[src/rtl/sgt_serial.sv]
// Multi-cycle signed set-on-greater-than: scans DIGIT bits per cycle from the MSB end.
// Define SGT_SERIAL_EARLY_EXIT_EN to end the scan on the first differing digit.
module sgt_serial #(
  parameter int WIDTH = 32,
  parameter int DIGIT = 4
) (
  input  logic             clk,
  input  logic             reset,
  input  logic             start,
  input  logic [WIDTH-1:0] inA,
  input  logic [WIDTH-1:0] inB,
  output logic             busy,
  output logic             done,
  output logic [WIDTH-1:0] sgtout,
  output logic             flag
);

  localparam int N  = WIDTH / DIGIT;
  localparam int IW = (N > 1) ? $clog2(N) : 1;

  typedef enum logic {IDLE, SCAN} state_t;

  state_t           state_reg, state_next;
  logic [WIDTH-1:0] a_reg, b_reg;
  logic [IW-1:0]    idx_reg;
  logic             done_reg;
  logic             flag_reg;
  logic [WIDTH-1:0] sgtout_reg;

  logic [DIGIT-1:0] a_dig [N];
  logic [DIGIT-1:0] b_dig [N];

  generate
    for (genvar gi = 0; gi < N; gi++) begin : g_dig
      assign a_dig[gi] = a_reg[gi*DIGIT +: DIGIT];
      assign b_dig[gi] = b_reg[gi*DIGIT +: DIGIT];
    end
  endgenerate

  logic [DIGIT-1:0] cur_a, cur_b;
  logic             digit_diff, digit_gt, last_digit, finish, decision;

  assign cur_a      = a_dig[idx_reg];
  assign cur_b      = b_dig[idx_reg];
  assign digit_diff = (cur_a != cur_b);
  assign digit_gt   = (cur_a > cur_b);
  assign last_digit = (idx_reg == '0);

`ifdef SGT_SERIAL_EARLY_EXIT_EN
  assign finish   = digit_diff || last_digit;
  assign decision = digit_diff && digit_gt;
`else
  // Sticky decision from the first differing digit; later digits only burn cycles.
  logic decided_reg, dec_reg;
  assign finish   = last_digit;
  assign decision = decided_reg ? dec_reg : (digit_diff && digit_gt);

  always_ff @(posedge clk) begin
    if (reset) begin
      decided_reg <= 1'b0;
      dec_reg     <= 1'b0;
    end else if (state_reg == IDLE) begin
      decided_reg <= 1'b0;
      dec_reg     <= 1'b0;
    end else if (digit_diff && !decided_reg) begin
      decided_reg <= 1'b1;
      dec_reg     <= digit_gt;
    end
  end
`endif

  always_ff @(posedge clk) begin
    if (reset) state_reg <= IDLE;
    else       state_reg <= state_next;
  end

  always_comb begin
    state_next = state_reg;
    case (state_reg)
      IDLE:    if (start)  state_next = SCAN;
      SCAN:    if (finish) state_next = IDLE;
      default: state_next = IDLE;
    endcase
  end

  always_comb begin
    busy   = (state_reg == SCAN);
    done   = done_reg;
    sgtout = sgtout_reg;
    flag   = flag_reg;
  end

  always_ff @(posedge clk) begin
    if (reset) begin
      a_reg      <= '0;
      b_reg      <= '0;
      idx_reg    <= '0;
      done_reg   <= 1'b0;
      sgtout_reg <= '0;
      flag_reg   <= 1'b1;
    end else begin
      done_reg <= 1'b0;
      case (state_reg)
        IDLE: begin
          if (start) begin
            // Flipping the sign bit maps signed order onto unsigned order.
            a_reg   <= {~inA[WIDTH-1], inA[WIDTH-2:0]};
            b_reg   <= {~inB[WIDTH-1], inB[WIDTH-2:0]};
            idx_reg <= IW'(N - 1);
          end
        end
        SCAN: begin
          idx_reg <= idx_reg - IW'(1);
          if (finish) begin
            sgtout_reg <= {WIDTH{decision}};
            flag_reg   <= ~decision;
            done_reg   <= 1'b1;
          end
        end
        default: ;
      endcase
    end
  end

endmodule

[config.mk]
export PLATFORM = sky130hd
export DESIGN_NAME = sgt_serial
export DESIGN_NICKNAME = d
export VERILOG_FILES = /design/src/rtl/sgt_serial.sv
export SDC_FILE = /design/constraint.sdc
export NUM_CORES = 1
export LEC_CHECK = 0
export BUFFER_PORTS_ARGS = -buffer_cell sky130_fd_sc_hd__clkbuf_2
export CAP_MARGIN = 20
export CORE_MARGIN = 3
export CORE_UTILIZATION = 51
export CTS_CLUSTER_SIZE = 16
export DETAILED_ROUTE_END_ITERATION = 16
export PLACE_DENSITY = 0.77
export SYNTH_ARGS = -nofsm -noshare
export SYNTH_HDL_FRONTEND = slang
export SYNTH_SLANG_ARGS = --single-unit
[constraint.sdc]
create_clock -name clk -period 3 [get_ports clk]
set_input_delay 0 -clock clk [delete_from_list [all_inputs] [get_ports clk]]
set_output_delay 0 -clock clk [all_outputs]
set_load 0.05 [all_outputs]
# ---- After elaboration in Yosys (flattened, before gate mapping)
# Index checks and enable logic that the tools add are counted.
dict set report op_classes {
  add_sub_neg 1
  magnitude_cmp 2
  eq_ne 2
  muxes 13
  bitwise_logic 5
  reduce_logical 7
}
# op n
set ops {}
lappend ops {{binary-select mux 4 bit (select 3 bit)} 2}
lappend ops {{two-way mux 4 bit} 4}
lappend ops {{one-hot mux 3 bit (2 select lines)} 1}
lappend ops {{greater-or-equal comparator 4 bit (second input constant)} 1}
lappend ops {{greater-than comparator 4 bit} 1}
lappend ops {{two-way mux 1 bit} 4}
lappend ops {{!= test 4 bit} 1}
lappend ops {{inverter 1 bit} 4}
lappend ops {{inverter 3 -> 4 bit} 1}
lappend ops {{AND reduction 2 bit} 2}
lappend ops {{logical NOT 3 bit} 1}
lappend ops {{two-way mux 3 bit} 1}
lappend ops {{subtractor 3 x 1 -> 3 bit (second input constant)} 1}
lappend ops {{logical AND 1 bit} 2}
lappend ops {{!= test 2 bit (second input constant)} 1}
lappend ops {{one-hot mux 1 bit (2 select lines)} 1}
lappend ops {{OR reduction 2 bit} 1}
lappend ops {{logical NOT 1 bit} 1}
dict set report totals {
  regBits 73
  inputBits 67
  out_inout_bits 35
  elab_cells 39
}

# ---- Logic depth before layout (Yosys ltp)
# Gate-level depths: netlist (run 1).
dict set report logic_depth {
  ltp_word 8
  ltp_mapped 9
  depth_no_buf 7
}

# ---- Least setup slack after synthesis (run 1)
# No wires, ideal clock.
dict set report synth_timing {
  path_kind {register to register}
  start {reg idx_reg[0]}
  end {reg dec_reg}
  setup_time_ns 0.115
  arrival_ns 2.092
  required_time_ns 2.885
  setup_slack_ns 0.793
  stages_incl_launch_ff 9
  path_buffers 1
  cell_sequence {dfxtp_1 -> buf_6 -> mux4_1 -> mux2_2 -> ha_1 -> nand4_1 -> nor2b_1 -> o211a_1 -> nor3_1}
}
dict set report synth_between {
  elab_chain_cells 6
  word_cells_on_any_way 10
}
# element line
set synth_rtl {}
lappend synth_rtl {{from (decl)} 25} ;# logic [IW-1:0] idx_reg;
lappend synth_rtl {{from (signal assigned)} 109} ;# idx_reg <= IW'(N - 1);
lappend synth_rtl {{from (signal assigned)} 113} ;# idx_reg <= idx_reg - IW'(1);
lappend synth_rtl {{inverter 3 -> 4 bit (implied by the code) *} {43, 44}}
lappend synth_rtl {{branches (longest 5 deep; another with greater-than comparator 4 bit)} n/a}
lappend synth_rtl {{to (signal assigned)} 67} ;# dec_reg <= digit_gt;
lappend synth_rtl {{to (decl)} 54} ;# logic decided_reg, dec_reg;
# Mark *: on every way between the ends. The select of a mux whose other input is x is not followed.
# A chain may end at the register's enable or synchronous reset.

# ---- Worst setup path after layout (run 1)
# Same ends and word-level chain as after synthesis.

==> results of run 1 <==
==> cell usage in the layout (no fill, tap or decap), types with 2 or more instances in the layout <==
cell           instances
dfxtp_1               73
nand2_1              125
mux4_2                 9
mux2_2                 4
bufinv_16              3
mux4_1                 7
buf_4                  9
nor3_1                 4
clkbuf_2             101
o31ai_1                2
inv_1                  5
a211oi_1               4
clkbuf_8               9
dlygate4sd3_1         64
mux2i_1                4
a21oi_1               65
nor2_1                 7
ha_1                   6
==> where the power goes <==
group	total, mW	switching [mW]	internal [mW]
clock	0.929	0.372	0.557
sequential	1.10	0.0632	1.03
combinational	0.569	0.326	0.243
==> worst paths after layout <==
path / startpoint / end / cells past startpoint
worst min register to register: b_reg[30]$_SDFFE_PP0P_ / b_reg[30]$_SDFFE_PP0P_ / 2
worst max register to register: idx_reg[0]$_SDFFE_PP0P_ / dec_reg$_SDFFE_PP0P_ / 8
worst min-delay path: start / busy$_SDFF_PP0_ / 3
worst max-delay path: idx_reg[0]$_SDFFE_PP0P_ / dec_reg$_SDFFE_PP0P_ / 8
==> logic make-up (layout without fill, tap and decap cells) <==
group,after synthesis,after routing
compound gates,76,76
flops,73,73
buf+inv,64,195
fa+ha+maj,6,6
simple gates,144,144
mux,24,24
==> routing by layer <==
metal / vias up / wire length [um] / GRT usage
met3: 11 / 478 / 0.0501
met4: 0 / 121 / 0.0767
met5: - / 0 / 0
li1: 1532 / - / -
met2: 104 / 4410 / 0.410
met1: 1411 / 3300 / 0.266
==> area by class of cell <==
cell class | count | share of cell area
clock buffers | 10 | 0.0279
clock inverters | 6 | 0.0252
well taps | 77 | 0.0211
multi-input cells | 250 | 0.337
inverters | 5 | 0.00411
flip-flops and latches | 73 | 0.320
repair buffers | 174 | 0.265
==> worst reg2reg max path, delay by kind of cell (launching register included) <==
family | cells | cell delay (ps)
muxes | 2 | 690
and+or+nand+nor | 3 | 480
DFF | 1 | 710
adders and majority gates | 1 | 300
AOI/OAI and AO/OA | 1 | 200
buffers and inverters | 1 | 250
==> per-stage QoR <==
stage	setup slack, ps	hold WS, ps
3_5_place_dp	297	186
6_report	269	29.0
3_3_place_gp	383	180
2_1_floorplan	793	95.6
5_1_grt	112	102
4_1_cts	275	11.6
==> repair_timing <==
item / CTS / global route
endpoints found under the hold margin: 64 / 0
setup endpoints to repair: 0 / 0
hold buffers: 64 / 0
==> impl_results.md, run 1 <==
* Status: finished clean
* Period utilization at 0.910
* Area growth syn-to-layout at 35.4%
* Dpl cells at slightly above 500
* Clk root buf: clkbuf_8
* Mux cell area share after synthesis at 0.140
* Top-count cell post-synth: nand2_1
* Adder-Cell Fraction of Synth Area at 0.0222
* CTS sink cnt at between 70 and 80
* Compound-Gate Fraction of Synth Area at 0.121
* Worst VDD drop at between 0.0004 and 0.0005 V
* I/O Buffers at between 100 and 150
* Mean Syn Cell Area at 8.72 um^2
* Num CTS Buffers at 9
* Fin. max-slew vios at 0
* H-tree depth at 3
* Crit path max-delay cell type: dfxtp_1
* Cells along the critical path: buf_4 -> mux4_2 -> mux2i_1 -> ha_1 -> nand4_1 -> nor2b_1 -> o211a_1 -> nor3_1
* Grt total ovfl at 0
* Core Region at 0.00639 mm^2
* Least-Margin Pin Slew at around 850 ps
* Avg WL per Cell at 14.0 um
* Crit Path Max Fanout at 12
* Worst Path Buf+Inv at 1
* Area contributors post-synth: dfxtp_1, nand2_1, a21oi_1
* CP Class: reg -> reg
* Crit path capture type: flip-flop
* GP Congestion at approximately 0.9
* Synthesized area at 0.00338 mm^2
* Sequential cell area at around 0.0015 mm^2
* Die height at a little under 90 um
* Top cell type's share of synthesized area at 0.433
* Endpoints failing hold at 0
* RSZ-0062 raised after global routing: no
* Worst reg-to-reg setup slack at between 200 and 300 ps
* Yosys reg bits at 73
* Initial antenna violation count at 0
* CTS resizes at 0
* Worst Setup Start Kind: flip-flop
* Multi-input gate area at between 0.0015 and 0.002 mm^2
* Yosys warns at 0
* Die area at 0.00763 mm^2
* Drt total wl at 8310 um
* Initial Utilization at 0.529
* Leak at just over 2 nW
* Critical Path RT at between 3000 and 4000 ps
* Setup-failing EPs final at 0
* Clock-pin slew on the worst setup and hold paths at 70 ps
* Nets at between 500 and 600
* Pwr Total at 2.60 mW
* Power density cells at between 500 and 600 mW/mm^2
* Row cnt at 29
* CP max stage delay at just over 700 ps
* # IOs at just over 100
* End-of-flow core utilization at 0.716
* Critical Path AT at 2970 ps
* Synth top cells by count: nand2_1, dfxtp_1, a21oi_1
* Fillers at 476
* TNS Setup at 0 ps
* Async S/R FF share, synth at 0
* Layout Cells excl Fill at 595
* Distinct cells, synth at 29
* Clk buf depth at 2
* Vias in the first global route at 2879
* Residual DRC count at 0
* Via count at about 3000
* Seq/Total Area, Yosys at 0.433
* Tot GR Track Use at 0.228
* Syn nets at 460
* Vias per cell at roughly 5.1
* Cells after Synth at between 300 and 400
* Crit path time final at about 2700 ps
* First-pass GRT wire length at 13400 um
* CTS tree: done
* Number of synthesized flops with an enable pin at 0
* Max-cap violation count at 0
* Cell taking the most area after synthesis: dfxtp_1
* Routed Antenna Nets at 0
* # diodes at 0
* Initial DRC count at roughly 180
* Slew headroom at 0.435
* Prevailing post-synth register cell: dfxtp_1
* Post-Synth XOR/XNOR Area at 0
* Final Skew at 6.78 ps
* Share of cells above drive strength 1 at 0.274
* Fmax at 366 MHz
* Die width at 87.4 um
* Tightest Hold Check Type: in -> reg
* Design Area, Final at about 0.0046 mm^2
* Post-CTS Setup Repair Bufs at 0
* Worst skew pair latency at 350 ps
* First-pass iteration count of the detailed router at 4
* Dpl cell area at 0.00369 mm^2
* Largest family of logic cells by synthesized area: simple AND/OR/NAND/NOR gates
* CP top delay family: flip-flops
* Pin count of the biggest net entering global routing at 67
* Simple-gate share of the synthesized area at 0.170
* Dpl hpwl at between 5000 and 6000 um
Power figures use the tool's default switching activity.
==> inputs of run 2 (changes only) <==
- RECOVER_POWER: default -> 25
- SKIP_CTS_REPAIR_TIMING: default -> 1
==> impl_results.md, run 2 (synthesis gave the netlist of run 1 again) <==
* Status: finished clean
* Residual DRC count at 0
* Die width at 87.4 um
* Gate power share at 0.219
* TNS Setup at 0 ps
* Routed Antenna Nets at 0
* Clk root buf: clkbuf_8
* Die area at roughly 0.0076 mm^2
* Psw at about 0.76 mW
* Int Pwr at approximately 1.8 mW
* Worst Hold Path Cells at 3
* Power density cells at roughly 570 mW/mm^2
* Crit path capture type: flip-flop
* Commonest non-fill, non-tap cell in the layout: nand2_1
* Crit path max-delay cell type: dfxtp_1
* Core Region at roughly 0.0064 mm^2
* Final Skew at approximately 5.9 ps
* Share of cells above drive strength 1 at 0.266
* Num CTS Buffers at 9
* Worst skew pair latency at between 300 and 400 ps
* Sw Ratio at 0.293
* End-of-flow core utilization at 0.714
* Die height at approximately 87 um
* Seq pwr share at 0.423
* CP Class: reg -> reg
* R2R depth at 7
* Slew headroom at 0.00909
* Drt total wl at 8280 um
* Cells along the critical path: mux4_1 -> mux2_2 -> ha_1 -> nand4_1 -> nor2b_1 -> o211a_1 -> nor3_1
* Worst Hold End: busy$_SDFF_PP0_
* RSZ-0062 raised after global routing: no
* Setup-failing EPs final at 0
* Initial Utilization at 0.529
* Pin count of the biggest net entering global routing at 67
* First-pass iteration count of the detailed router at 4
* Worst VDD drop at ~0.00044 V
* Commonest cells after routing, fill and taps aside: nand2_1, clkbuf_2, dfxtp_1
* Worst R2R Start: idx_reg[0]$_SDFFE_PP0P_
* Clock network power share at 0.358
* Clk buf depth at 2
* Hold Startpoint: start
* Crit Path Max Fanout at 12
* Tot GR Track Use at 0.196
* Initial DRC count at roughly 170
* Fmax at about 370 MHz
* Tightest Hold Check Type: in -> reg
* # IOs at 102
* Endpoints failing hold at 0
* Worst reg-to-reg setup slack at about 270 ps
* First-pass GRT wire length at 11600 um
* Period utilization at 0.909
* Area growth syn-to-layout at 35.1%
* Critical Path AT at slightly below 3000 ps
* Leak at 2.01 nW
* Fin. max-slew vios at 0
* CP max stage delay at ~720 ps
* # diodes at 0
* Vias per cell at 5.09
* Avg WL per Cell at between 10 and 15 um
* Dpl hpwl at 5280 um
* Clock-pin slew on the worst setup and hold paths at about 70 ps
* Crit path time final at about 2700 ps
* Initial antenna violation count at 0
* Worst Setup Start Kind: flip-flop
* Nets at ~590
* Vias in the first global route at ~2500
* H-tree depth at 3
* Via count at just over 3000
* Least-Margin Pin Slew at 1490 ps
* CTS sink cnt at 73
* I/O Buffers at just over 100
* Row cnt at 29
* Grt total ovfl at 0
* Pwr Total at between 2 and 3 mW
* RR Endpoint: dec_reg$_SDFFE_PP0P_
* CTS tree: done
* Critical Path RT at approximately 3200 ps
* GP Congestion at between 0.8 and 0.9
* Max-cap violation count at 0
==> run 2: final cells by class <==
cell class / count / area (um^2)
tap: 77 / 96.3
fill: 484 / 1820
multi-input combinational: 250 / 1540
timing repair buffer: 174 / 1200
sequential: 73 / 1460
clock inverter: 6 / 115
inverter: 5 / 18.8
clock buffer: 10 / 128
==> run 2: critical path: cells and delay by family, from the launching register on <==
| family | cells | cell delay (ps) |
|---|---|---|
| AO/OA/AOI/OAI | 1 | 200 |
| adder cells (fa/ha/maj) | 1 | 330 |
| flip-flops | 1 | 720 |
| multiplexers | 2 | 900 |
| AND/OR/NAND/NOR | 3 | 460 |
==> run 2: how the worst max path moves through the flow <==
stage | slack (ps) | endpoint | cells past startpoint | startpoint
2_1_floorplan | 790 | dec_reg$_SDFFE_PP0P_ | 8 | idx_reg[0]$_SDFFE_PP0P_
3_5_place_dp | 300 | dec_reg$_SDFFE_PP0P_ | 7 | idx_reg[0]$_SDFFE_PP0P_
5_1_grt | 90 | dec_reg$_SDFFE_PP0P_ | 8 | idx_reg[0]$_SDFFE_PP0P_
3_3_place_gp | 380 | dec_reg$_SDFFE_PP0P_ | 7 | idx_reg[0]$_SDFFE_PP0P_
6_report | 270 | dec_reg$_SDFFE_PP0P_ | 7 | idx_reg[0]$_SDFFE_PP0P_
4_1_cts | 280 | dec_reg$_SDFFE_PP0P_ | 7 | idx_reg[0]$_SDFFE_PP0P_
==> run 2: metrics by stage <==
| stage | hold slack (ps) | setup WS (ps) | instances | instance area, um^2 |
|---|---|---|---|---|
| 3_5_place_dp | 186 | 297 | 515 | 3690 |
| 3_3_place_gp | 180 | 383 | 515 | 3690 |
| 2_1_floorplan | 95.6 | 793 | 387 | 3380 |
| 5_1_grt | 101 | 88.2 | 595 | 4560 |
| 4_1_cts | -187 | 275 | 531 | 3930 |
| 6_report | 32.5 | 273 | 595 | 4560 |
==> run 2: routing by layer <==
metal,vias up,track usage,routed length [um]
met5,-,0,0
met4,0,0.0628,146
met3,14,0.0482,460
met2,98,0.327,4350
met1,1387,0.248,3330
li1,1530,-,-
==> run 2: power groups by stage <==
stage / combinational, mW / clock [mW] / sequential (mW)
6_report: 0.567 / 0.930 / 1.10
5_1_grt: 0.621 / 0.984 / 1.11
4_1_cts: 0.501 / 0.940 / 1.10
3_5_place_dp: 0.498 / 0 / 1.12
3_3_place_gp: 0.485 / 0 / 1.12
2_1_floorplan: 0.423 / 0 / 1.10
==> inputs of run 3 (changes only) <==
- CORE_ASPECT_RATIO: default -> 1.5
- CORE_UTILIZATION: 51 -> 57
- CTS_BUF_LIST: default -> sky130_fd_sc_hd__clkbuf_4
- PLACE_DENSITY: 0.77 -> 0.85
- clock period: 3 -> 3.15 ns (I/O delays scaled with it)
==> impl_results.md, run 3 (synthesis gave the netlist of run 1 again) <==
* Status: finished, violations left
* Failing checks: max-capacitance violations, max-slew violations
* Worst VDD drop at approximately 0.00042 V
* Grt total ovfl at 0
* GP Congestion at 0.812
* Routed Antenna Nets at 0
* Worst reg-to-reg setup slack at around 380 ps
* Clk buf depth at 2
* Residual DRC count at 0
* Max-cap violation count at 1
* TNS Setup at 0 ps
* I/O Buffers at between 100 and 150
* Sw Ratio at 0.318
* Crit path capture type: flip-flop
* Crit path max-delay cell type: dfxtp_1
* Worst R2R Start: idx_reg[0]$_SDFFE_PP0P_
* Avg WL per Cell at between 15 and 20 um
* Commonest non-fill, non-tap cell in the layout: nand2_1
* Slew headroom at -0.110
* Pwr Total at ~2.2 mW
* Layout Cells excl Fill at just under 600
* CTS tree: done
* Initial DRC count at 177
* Initial antenna violation count at 1
* Period utilization at 0.880
* Drt total wl at between 9000 and 10000 um
* First-pass iteration count of the detailed router at 5
* Hold Startpoint: reset
* Die height at approximately 100 um
* Worst Setup Start Kind: flip-flop
* Int Pwr at roughly 1.5 mW
* Endpoints failing hold at 0
* Crit Path Max Fanout at 12
* Row cnt at 33
* Vias in the first global route at about 2700
* Die width at 68.8 um
* Nets at 584
* Tot GR Track Use at 0.235
* Pin count of the biggest net entering global routing at roughly 70
* Via count at about 3200
* Gate power share at 0.247
* First-pass GRT wire length at roughly 12000 um
* CTS sink cnt at 73
* Area growth syn-to-layout at 31.8%
* Num CTS Buffers at 9
* # IOs at 102
* R2R depth at 7
* Setup-failing EPs final at 0
* Clock-pin slew on the worst setup and hold paths at around 110 ps
* Initial Utilization at 0.601
* Critical Path RT at ~3500 ps
* Final Skew at roughly 7 ps
* Tightest Hold Check Type: in -> reg
* Die area at 0.00690 mm^2
* Clk root buf: clkbuf_4
* CP max stage delay at between 700 and 800 ps
* Dpl cells at between 500 and 600
* Worst skew pair latency at approximately 420 ps
* RSZ-0062 raised after global routing: no
* Crit path time final at between 2000 and 3000 ps
* Dpl hpwl at approximately 5500 um
* H-tree depth at 3
* Leak at a little under 2 nW
* Commonest cells after routing, fill and taps aside: nand2_1, clkbuf_2, dfxtp_1
* Seq pwr share at 0.466
* RR Endpoint: sgtout[0]$_SDFFE_PP0P_
* Critical Path AT at approximately 3100 ps
* Vias per cell at 5.47
* Core Region at about 0.0056 mm^2
* Share of cells above drive strength 1 at 0.258
* Fin. max-slew vios at 44
* Clock network power share at 0.288
* Worst Hold End: done$_SDFF_PP0_
* Least-Margin Pin Slew at about 1700 ps
* Psw at about 0.71 mW
* Cells along the critical path: buf_4 -> mux4_2 -> mux2i_1 -> ha_1 -> a21oi_1 -> o21ai_0 -> a31o_2
* CP Class: reg -> reg
* Fmax at 361 MHz
* Power density cells at 503 mW/mm^2
* Worst Hold Path Cells at 2
-- run 3: cell types whose count changed in the layout (fill, tap and decap cells not counted), moves of 2 or more --
cell	previous run	this run
clkbuf_4	0	9
clkbuf_8	9	0
buf_4	7	5
clkinv_1	0	2
clkinv_2	0	2
-- run 3: how the worst max path moves through the flow --
stage,slack [ps],end,startpoint
global placement,550,dec_reg$_SDFFE_PP0P_,idx_reg[0]$_SDFFE_PP0P_
CTS,330,dec_reg$_SDFFE_PP0P_,idx_reg[0]$_SDFFE_PP0P_
detailed placement,350,dec_reg$_SDFFE_PP0P_,idx_reg[0]$_SDFFE_PP0P_
floorplan,940,dec_reg$_SDFFE_PP0P_,idx_reg[0]$_SDFFE_PP0P_
global route,150,dec_reg$_SDFFE_PP0P_,idx_reg[0]$_SDFFE_PP0P_
finish,380,sgtout[0]$_SDFFE_PP0P_,idx_reg[0]$_SDFFE_PP0P_
-- run 3: cell type report --
class                      count  area [um^2]
clock buffer                   9         67.6
inverter                       5         18.8
timing repair buffer         172         1190
sequential                    73         1460
multi-input combinational    250         1530
antenna                        1         2.50
tap                           70         87.6
fill                         333         1160
clock inverter                 7         85.1
-- run 3: power groups by stage --
stage | combinational [mW] | clock (mW) | sequential (mW)
2_1_floorplan | 0.403 | 0 | 1.04
3_3_place_gp | 0.455 | 0 | 1.06
3_5_place_dp | 0.474 | 0 | 1.06
4_1_cts | 0.476 | 0.637 | 1.04
5_1_grt | 0.601 | 0.674 | 1.05
6_report | 0.552 | 0.645 | 1.04
-- run 3: layer usage --
metal,GRT usage,wire (um)
met4,0.126,473
met2,0.404,5400
met3,0.0538,534
met1,0.258,3380
met5,0,0
-- run 3: metrics by stage --
step            util  worst slack, ps  hold WS [ps]  area [um^2]
6_report       0.793              377          33.0         4450
2_1_floorplan      -              943          95.6         3380
3_5_place_dp   0.651              346           186         3660
3_3_place_gp   0.651              547           184         3660
5_1_grt        0.793              149          29.0         4450
4_1_cts        0.678              327          -262         3810
-- run 3: critical path, delay by kind of cell (launching register included) --
family	cells	cell delay [ps]
multiplexers	2	680
flip-flops	1	760
AO/OA/AOI/OAI	3	630
buffers and inverters	1	290
adder cells (fa/ha/maj)	1	300
